$ cat src/rtl/lc3b_types.sv
`default_nettype none
// ============================================================================
//  Module   : lc3b_types (package)
//  Brief    : Shared LC-3b cache types: CPU word, cache line, line offset and
//             line tag, plus the fixed datapath widths.
//  Revision : 1.0 - initial release
// ============================================================================
package lc3b_types;

    localparam int LINE_W = 128;   // cache line width in bits
    localparam int WORD_W = 16;    // CPU word width in bits

    typedef logic [WORD_W-1:0] lc3b_word;
    typedef logic [LINE_W-1:0] lc3b_c_line;
    typedef logic [3:0]        lc3b_c_offset;
    typedef logic [11:0]       lc3b_c_tag;
    typedef logic [1:0]        lc3b_mem_be;

endpackage : lc3b_types
`default_nettype wire

$ cat src/rtl/line_word_mux.sv
`default_nettype none
// ============================================================================
//  Module   : line_word_mux
//  Brief    : Combinational word extract from a 128-bit cache line followed by
//             byte right-alignment. offset[0] is ignored (word aligned select).
//             byte_enable: 01 low byte, 10 high byte, 11/00 full word.
//  Revision : 1.0 - initial release
// ============================================================================
module line_word_mux
    import lc3b_types::*;
(
    input  logic [LINE_W-1:0] i_line,
    input  logic [3:0]        i_offset,
    input  logic [1:0]        i_byte_enable,
    output logic [WORD_W-1:0] o_data
);

    lc3b_word w_word;
    logic     w_unused_offset_lsb;

    // The byte address LSB never selects a lane; bytes are picked by byte_enable.
    assign w_unused_offset_lsb = i_offset[0];

    // Pick the 16-bit lane, then right-align the requested byte.
    always_comb begin
        w_word = i_line[WORD_W*i_offset[3:1] +: WORD_W];
        case (i_byte_enable)
            2'b10:   o_data = {8'h00, w_word[15:8]};
            2'b01:   o_data = {8'h00, w_word[7:0]};
            default: o_data = w_word;
        endcase
    end

endmodule : line_word_mux
`default_nettype wire

$ cat src/rtl/line_rd_sel.sv
`default_nettype none
// ============================================================================
//  Module   : line_rd_sel
//  Brief    : Cache read-side line selector. Holds one fetched 128-bit line,
//             serves CPU word/byte reads from it on a hit (1-cycle latency)
//             or fetches the line from the data array on a miss, and returns
//             the right-aligned data with a one-cycle mem_resp pulse.
//             Optional macro LINE_RD_STATS_EN adds saturating hit/miss
//             counters (hit_count, miss_count).
//  Revision : 1.0 - initial release
// ============================================================================
module line_rd_sel
    import lc3b_types::*;
(
    input  logic              clk,
    input  logic              rst_n,
    input  logic              cpu_read,
    input  logic [WORD_W-1:0] cpu_address,
    input  logic [1:0]        mem_byte_enable,
    output logic [WORD_W-1:0] mem_rdata,
    output logic              mem_resp,
    output logic              line_req,
    output logic [WORD_W-1:0] line_addr,
    input  logic [LINE_W-1:0] line_rdata,
    input  logic              line_resp,
`ifdef LINE_RD_STATS_EN
    output logic [15:0]       hit_count,
    output logic [15:0]       miss_count,
`endif
    input  logic              line_inv
);

    localparam logic [1:0] c_IDLE  = 2'd0;
    localparam logic [1:0] c_FETCH = 2'd1;
    localparam logic [1:0] c_RESP  = 2'd2;

    logic [1:0]   r_state,     w_state_d;
    logic         r_buf_valid, w_buf_valid_d;
    lc3b_c_tag    r_buf_tag,   w_buf_tag_d;
    lc3b_c_line   r_buf_line,  w_buf_line_d;
    lc3b_word     r_line_addr, w_line_addr_d;
    lc3b_word     r_mem_rdata, w_mem_rdata_d;
    lc3b_c_offset r_offset,    w_offset_d;
    lc3b_mem_be   r_be,        w_be_d;

    logic         w_hit;
    lc3b_c_line   w_sel_line;
    lc3b_c_offset w_sel_offset;
    lc3b_mem_be   w_sel_be;
    lc3b_word     w_sel_data;

`ifdef LINE_RD_STATS_EN
    logic [15:0]  r_hit_count,  w_hit_count_d;
    logic [15:0]  r_miss_count, w_miss_count_d;
`endif

    // An invalidate in the request cycle wins over a tag match.
    assign w_hit = r_buf_valid && (cpu_address[15:4] == r_buf_tag) && !line_inv;

    // In IDLE the select works on the live request against the buffer; in
    // FETCH it works on the captured request against the line arriving now,
    // so mem_rdata is ready on entry to RESP in both paths.
    always_comb begin
        w_sel_line   = (r_state == c_FETCH) ? line_rdata : r_buf_line;
        w_sel_offset = (r_state == c_IDLE)  ? cpu_address[3:0] : r_offset;
        w_sel_be     = (r_state == c_IDLE)  ? mem_byte_enable  : r_be;
    end

    line_word_mux u_word_mux (
        .i_line        (w_sel_line),
        .i_offset      (w_sel_offset),
        .i_byte_enable (w_sel_be),
        .o_data        (w_sel_data)
    );

    // Next-state and next-register computation for the IDLE/FETCH/RESP flow.
    always_comb begin
        w_state_d     = r_state;
        w_buf_valid_d = r_buf_valid;
        w_buf_tag_d   = r_buf_tag;
        w_buf_line_d  = r_buf_line;
        w_line_addr_d = r_line_addr;
        w_mem_rdata_d = r_mem_rdata;
        w_offset_d    = r_offset;
        w_be_d        = r_be;
`ifdef LINE_RD_STATS_EN
        w_hit_count_d  = r_hit_count;
        w_miss_count_d = r_miss_count;
`endif
        case (r_state)
            c_IDLE: begin
                if (cpu_read) begin
                    w_offset_d = cpu_address[3:0];
                    w_be_d     = mem_byte_enable;
                    if (w_hit) begin
                        w_state_d     = c_RESP;
                        w_mem_rdata_d = w_sel_data;
`ifdef LINE_RD_STATS_EN
                        if (r_hit_count != 16'hFFFF) w_hit_count_d = r_hit_count + 16'd1;
`endif
                    end else begin
                        w_state_d     = c_FETCH;
                        w_line_addr_d = {cpu_address[15:4], 4'b0000};
`ifdef LINE_RD_STATS_EN
                        if (r_miss_count != 16'hFFFF) w_miss_count_d = r_miss_count + 16'd1;
`endif
                    end
                end
            end
            c_FETCH: begin
                if (line_resp) begin
                    w_buf_line_d  = line_rdata;
                    w_buf_tag_d   = r_line_addr[15:4];
                    w_buf_valid_d = 1'b1;
                    w_mem_rdata_d = w_sel_data;
                    w_state_d     = c_RESP;
                end
            end
            c_RESP: begin
                w_state_d = c_IDLE;
            end
            default: begin
                w_state_d = c_IDLE;
            end
        endcase
        // Invalidate drops validity last so it also overrides a same-cycle fill.
        if (line_inv) begin
            w_buf_valid_d = 1'b0;
        end
    end

    // State and datapath registers; reset abandons any fetch in flight.
    always_ff @(posedge clk or negedge rst_n) begin
        if (!rst_n) begin
            r_state     <= c_IDLE;
            r_buf_valid <= 1'b0;
            r_buf_tag   <= '0;
            r_buf_line  <= '0;
            r_line_addr <= '0;
            r_mem_rdata <= '0;
            r_offset    <= '0;
            r_be        <= '0;
`ifdef LINE_RD_STATS_EN
            r_hit_count  <= '0;
            r_miss_count <= '0;
`endif
        end else begin
            r_state     <= w_state_d;
            r_buf_valid <= w_buf_valid_d;
            r_buf_tag   <= w_buf_tag_d;
            r_buf_line  <= w_buf_line_d;
            r_line_addr <= w_line_addr_d;
            r_mem_rdata <= w_mem_rdata_d;
            r_offset    <= w_offset_d;
            r_be        <= w_be_d;
`ifdef LINE_RD_STATS_EN
            r_hit_count  <= w_hit_count_d;
            r_miss_count <= w_miss_count_d;
`endif
        end
    end

    assign line_req  = (r_state == c_FETCH);
    assign mem_resp  = (r_state == c_RESP);
    assign line_addr = r_line_addr;
    assign mem_rdata = r_mem_rdata;
`ifdef LINE_RD_STATS_EN
    assign hit_count  = r_hit_count;
    assign miss_count = r_miss_count;
`endif

endmodule : line_rd_sel
`default_nettype wire
$ cat config.mk
export PLATFORM = sky130hd
export DESIGN_NAME = line_rd_sel
export DESIGN_NICKNAME = d
export VERILOG_FILES = /design/src/rtl/lc3b_types.sv /design/src/rtl/line_word_mux.sv /design/src/rtl/line_rd_sel.sv
export SDC_FILE = /design/constraint.sdc
export NUM_CORES = 1
export LEC_CHECK = 0
export BUFFER_PORTS_ARGS = -buffer_cell sky130_fd_sc_hd__buf_4
export CAP_MARGIN = 15
export CELL_PAD_IN_SITES_DETAIL_PLACEMENT = 2
export CELL_PAD_IN_SITES_GLOBAL_PLACEMENT = 2
export CORE_MARGIN = 2
export CORE_UTILIZATION = 42
export DETAILED_ROUTE_END_ITERATION = 10
export HOLD_SLACK_MARGIN = 0.15
export PLACE_DENSITY = 0.9
export SETUP_SLACK_MARGIN = 0.05
export SLEW_MARGIN = 0
export SYNTH_ARGS = -nofsm -noshare
export SYNTH_HDL_FRONTEND = slang
export SYNTH_HIERARCHICAL = 1
export SYNTH_SLANG_ARGS = --single-unit
$ cat constraint.sdc
create_clock -name clk -period 6.02 [get_ports clk]
set_input_delay 0.602 -clock clk [delete_from_list [all_inputs] [get_ports clk]]
set_output_delay 0.602 -clock clk [all_outputs]
set_load 0.1 [all_outputs]
==> results.toml <==
[power_and_ir_drop]
power_density_nw_per_um2 = 667.6
p_int_mw = 4.447
power_switching_mw = 3.285
peakVddDrop_mv = 0.3970
power_leakage_nw = 5.015
pwr-share-comb_pct = 56.7
swShare_pct = 42.49
clockPowerShare_pct = 15.4
power.share.sequential_pct = 27.9

[timing]
max_freq_ghz = 0.2787
min_period_over_period_pct = 59.61
fin_crit_ps = 3588
skew_ps = 13.78
finalSetupTns_ps = 0
hold_viol = 0
rsz0062_at_grt = "no"
setup_viol_count_final = 0
whs_ps = 293.3
tightest_slew_ps = 998.7
slew_violations = 0
relSlewSlack_pct = 33.42

[detailed_routing]
antenna_left = 0
vias = 6233
drtIter0Drc = 226
viasPerCell = 5.595
post_drt_wl_per_cell_um = 25.84
drc_errors = 0
drt_pre_antenna_iters = 4
routed_wl_mm = 28.78

[hold_path]
hp-class = "in2async"

[finish]
syn2layout_area_growth_pct = 21.87
final_nets = 969
layout_common_cells = "216 x mux2_2, 184 x buf_4, 176 x dfrtp_1, 89 x mux2_1, 22 x mux4_2"
fillers = 2102
finish.instance_area_um2 = 11580
final_common_cell = "mux2_2"
instances_no_fill = 1114
final_util_pct = 51.63
drive_above_1_share_pct = 57.00

[critical_path]
required_ps = 6330
r2r_cells = 7
regToRegStartpoint = "r_state[1]$_DFFE_PN0P_"
endpoint = "mem_rdata[2]$_DFFE_PN0P_"
rr_endpoint = "mem_rdata[2]$_DFFE_PN0P_"
ff2ff_setup_slack_ps = 2430
cp-end-kind = "register"
crit_chain = "nor2b_4 > buf_4 > mux2_2 > mux4_2 > mux2i_1 > o32ai_1 > mux2_2"
cp-start-kind = "register"
crit_start = "r_state[1]$_DFFE_PN0P_"
arrival_ps = 3900
slowest_stage = "buf_4"
crit_fanout = 65
crit_top_cell = "mux2_2"
worstSetupPathType = "reg2reg"
cp_slowest_stage_delay_ps = 780

[placement]
placed_area_um2 = 10960
io_buffers = 179
place.gp.congestion = 0.8036
dp_hpwl_mm = 20.01
place_inst = 1082

[grt]
grt_overflow = 0
antenna_found_initial = 1
grt_pass1_vias = 7314
grt_start_max_net_pins = 105
grt_pass1_wl_mm = 44.25
grtUsageTotal_pct = 24.82

[clock_tree]
cts_sinks = 176
clock_tree.root_cell = "clkbuf_16"
post_cts_resized = 0
cts_tree = "built"
cts_buffers = 17
cts_hold_buf = 0
path_clk_slew_ps = 60
post-cts-setup-buffer-count = 0
htree_levels = 4
insertion_delay_ps = 430
cts_buffer_depth = 2

[job]
drv_cap = 0

[synthesis]
avgSynthCellArea_um2 = 14.42
syn_area_um2 = 9504
synthCells = 659
yosys_warnings = 6

[die]
rows = 55
die_area_um2 = 23850
die_w_um = 154.4
start_util_pct = 42.36
coreArea_um2 = 22430
ios = 185
fp.dieH_um = 154.4

[status]
outcome = "complete, no violations"
-- worst min path at each step --
stage                                     start                           to  slack, ps  cells past startpoint
floorplan                                 rst_n    line_addr[10]$_DFFE_PN0P_        310                      0
CTS                                    line_inv      r_buf_valid$_DFFE_PN0P_        330                      2
finish                                    rst_n   r_buf_line[23]$_DFFE_PN0P_        290                      1
global route                           line_inv      r_buf_valid$_DFFE_PN0P_        330                      2
detailed placement   r_buf_line[86]$_DFFE_PN0P_   r_buf_line[86]$_DFFE_PN0P_        470                      1
global placement    r_buf_line[103]$_DFFE_PN0P_  r_buf_line[103]$_DFFE_PN0P_        460                      1
-- layer usage --
metal / share of wire (%) / up-vias / GRT usage, %
met5: 0 / - / 0
met4: 2.7 / 0 / 7.804
met3: 4.1 / 40 / 5.268
li1: - / 2723 / -
met2: 54 / 174 / 44.83
met1: 39 / 3296 / 29.60
-- registers in the layout, summed over array words and instances, names as in the netlist --
signal       cells
r_buf_line     128
line_addr       12
mem_rdata       16
r_buf_valid      1
r_state          2
r_buf_tag       12
r_offset         3
r_be             2
-- critical path, delay by kind of cell, from the launching register on --
family          cells  cell delay (ps)
compound gates      1              180
flops               1              420
simple gates        1              490
buf+inv             1              780
mux                 4             1530
-- per-stage QoR --
stage	setup slack [ps]	power [mW]
after floorplan	3103	5.374
after global placement	2682	6.151
after detailed placement	2507	6.479
after CTS	2428	7.798
after global routing	2268	8.136
final	2432	7.732
-- power by group through the flow --
stage          sequential [mW]  clock [mW]  combinational [mW]
6_report                  2.16        1.19                4.38
4_1_cts                   2.16        1.22                4.42
3_5_place_dp              2.16           0                4.32
5_1_grt                   2.24        1.27                4.63
3_3_place_gp              2.06           0                4.09
2_1_floorplan             2.65           0                2.72
-- cell type report --
type / instances / area (µm²) / share of cell area [%]
antenna: 1 / 2.502 / 0.02161
clock buffer: 18 / 439.2 / 3.792
clock inverter: 13 / 185.2 / 1.599
inverter: 4 / 15.01 / 0.1296
multi-input combinational: 432 / 4787 / 41.33
sequential: 176 / 4404 / 38.03
tap: 285 / 356.6 / 3.079
timing repair buffer: 185 / 1393 / 12.02
No activity file was read; power rests on OpenSTA's default activity.
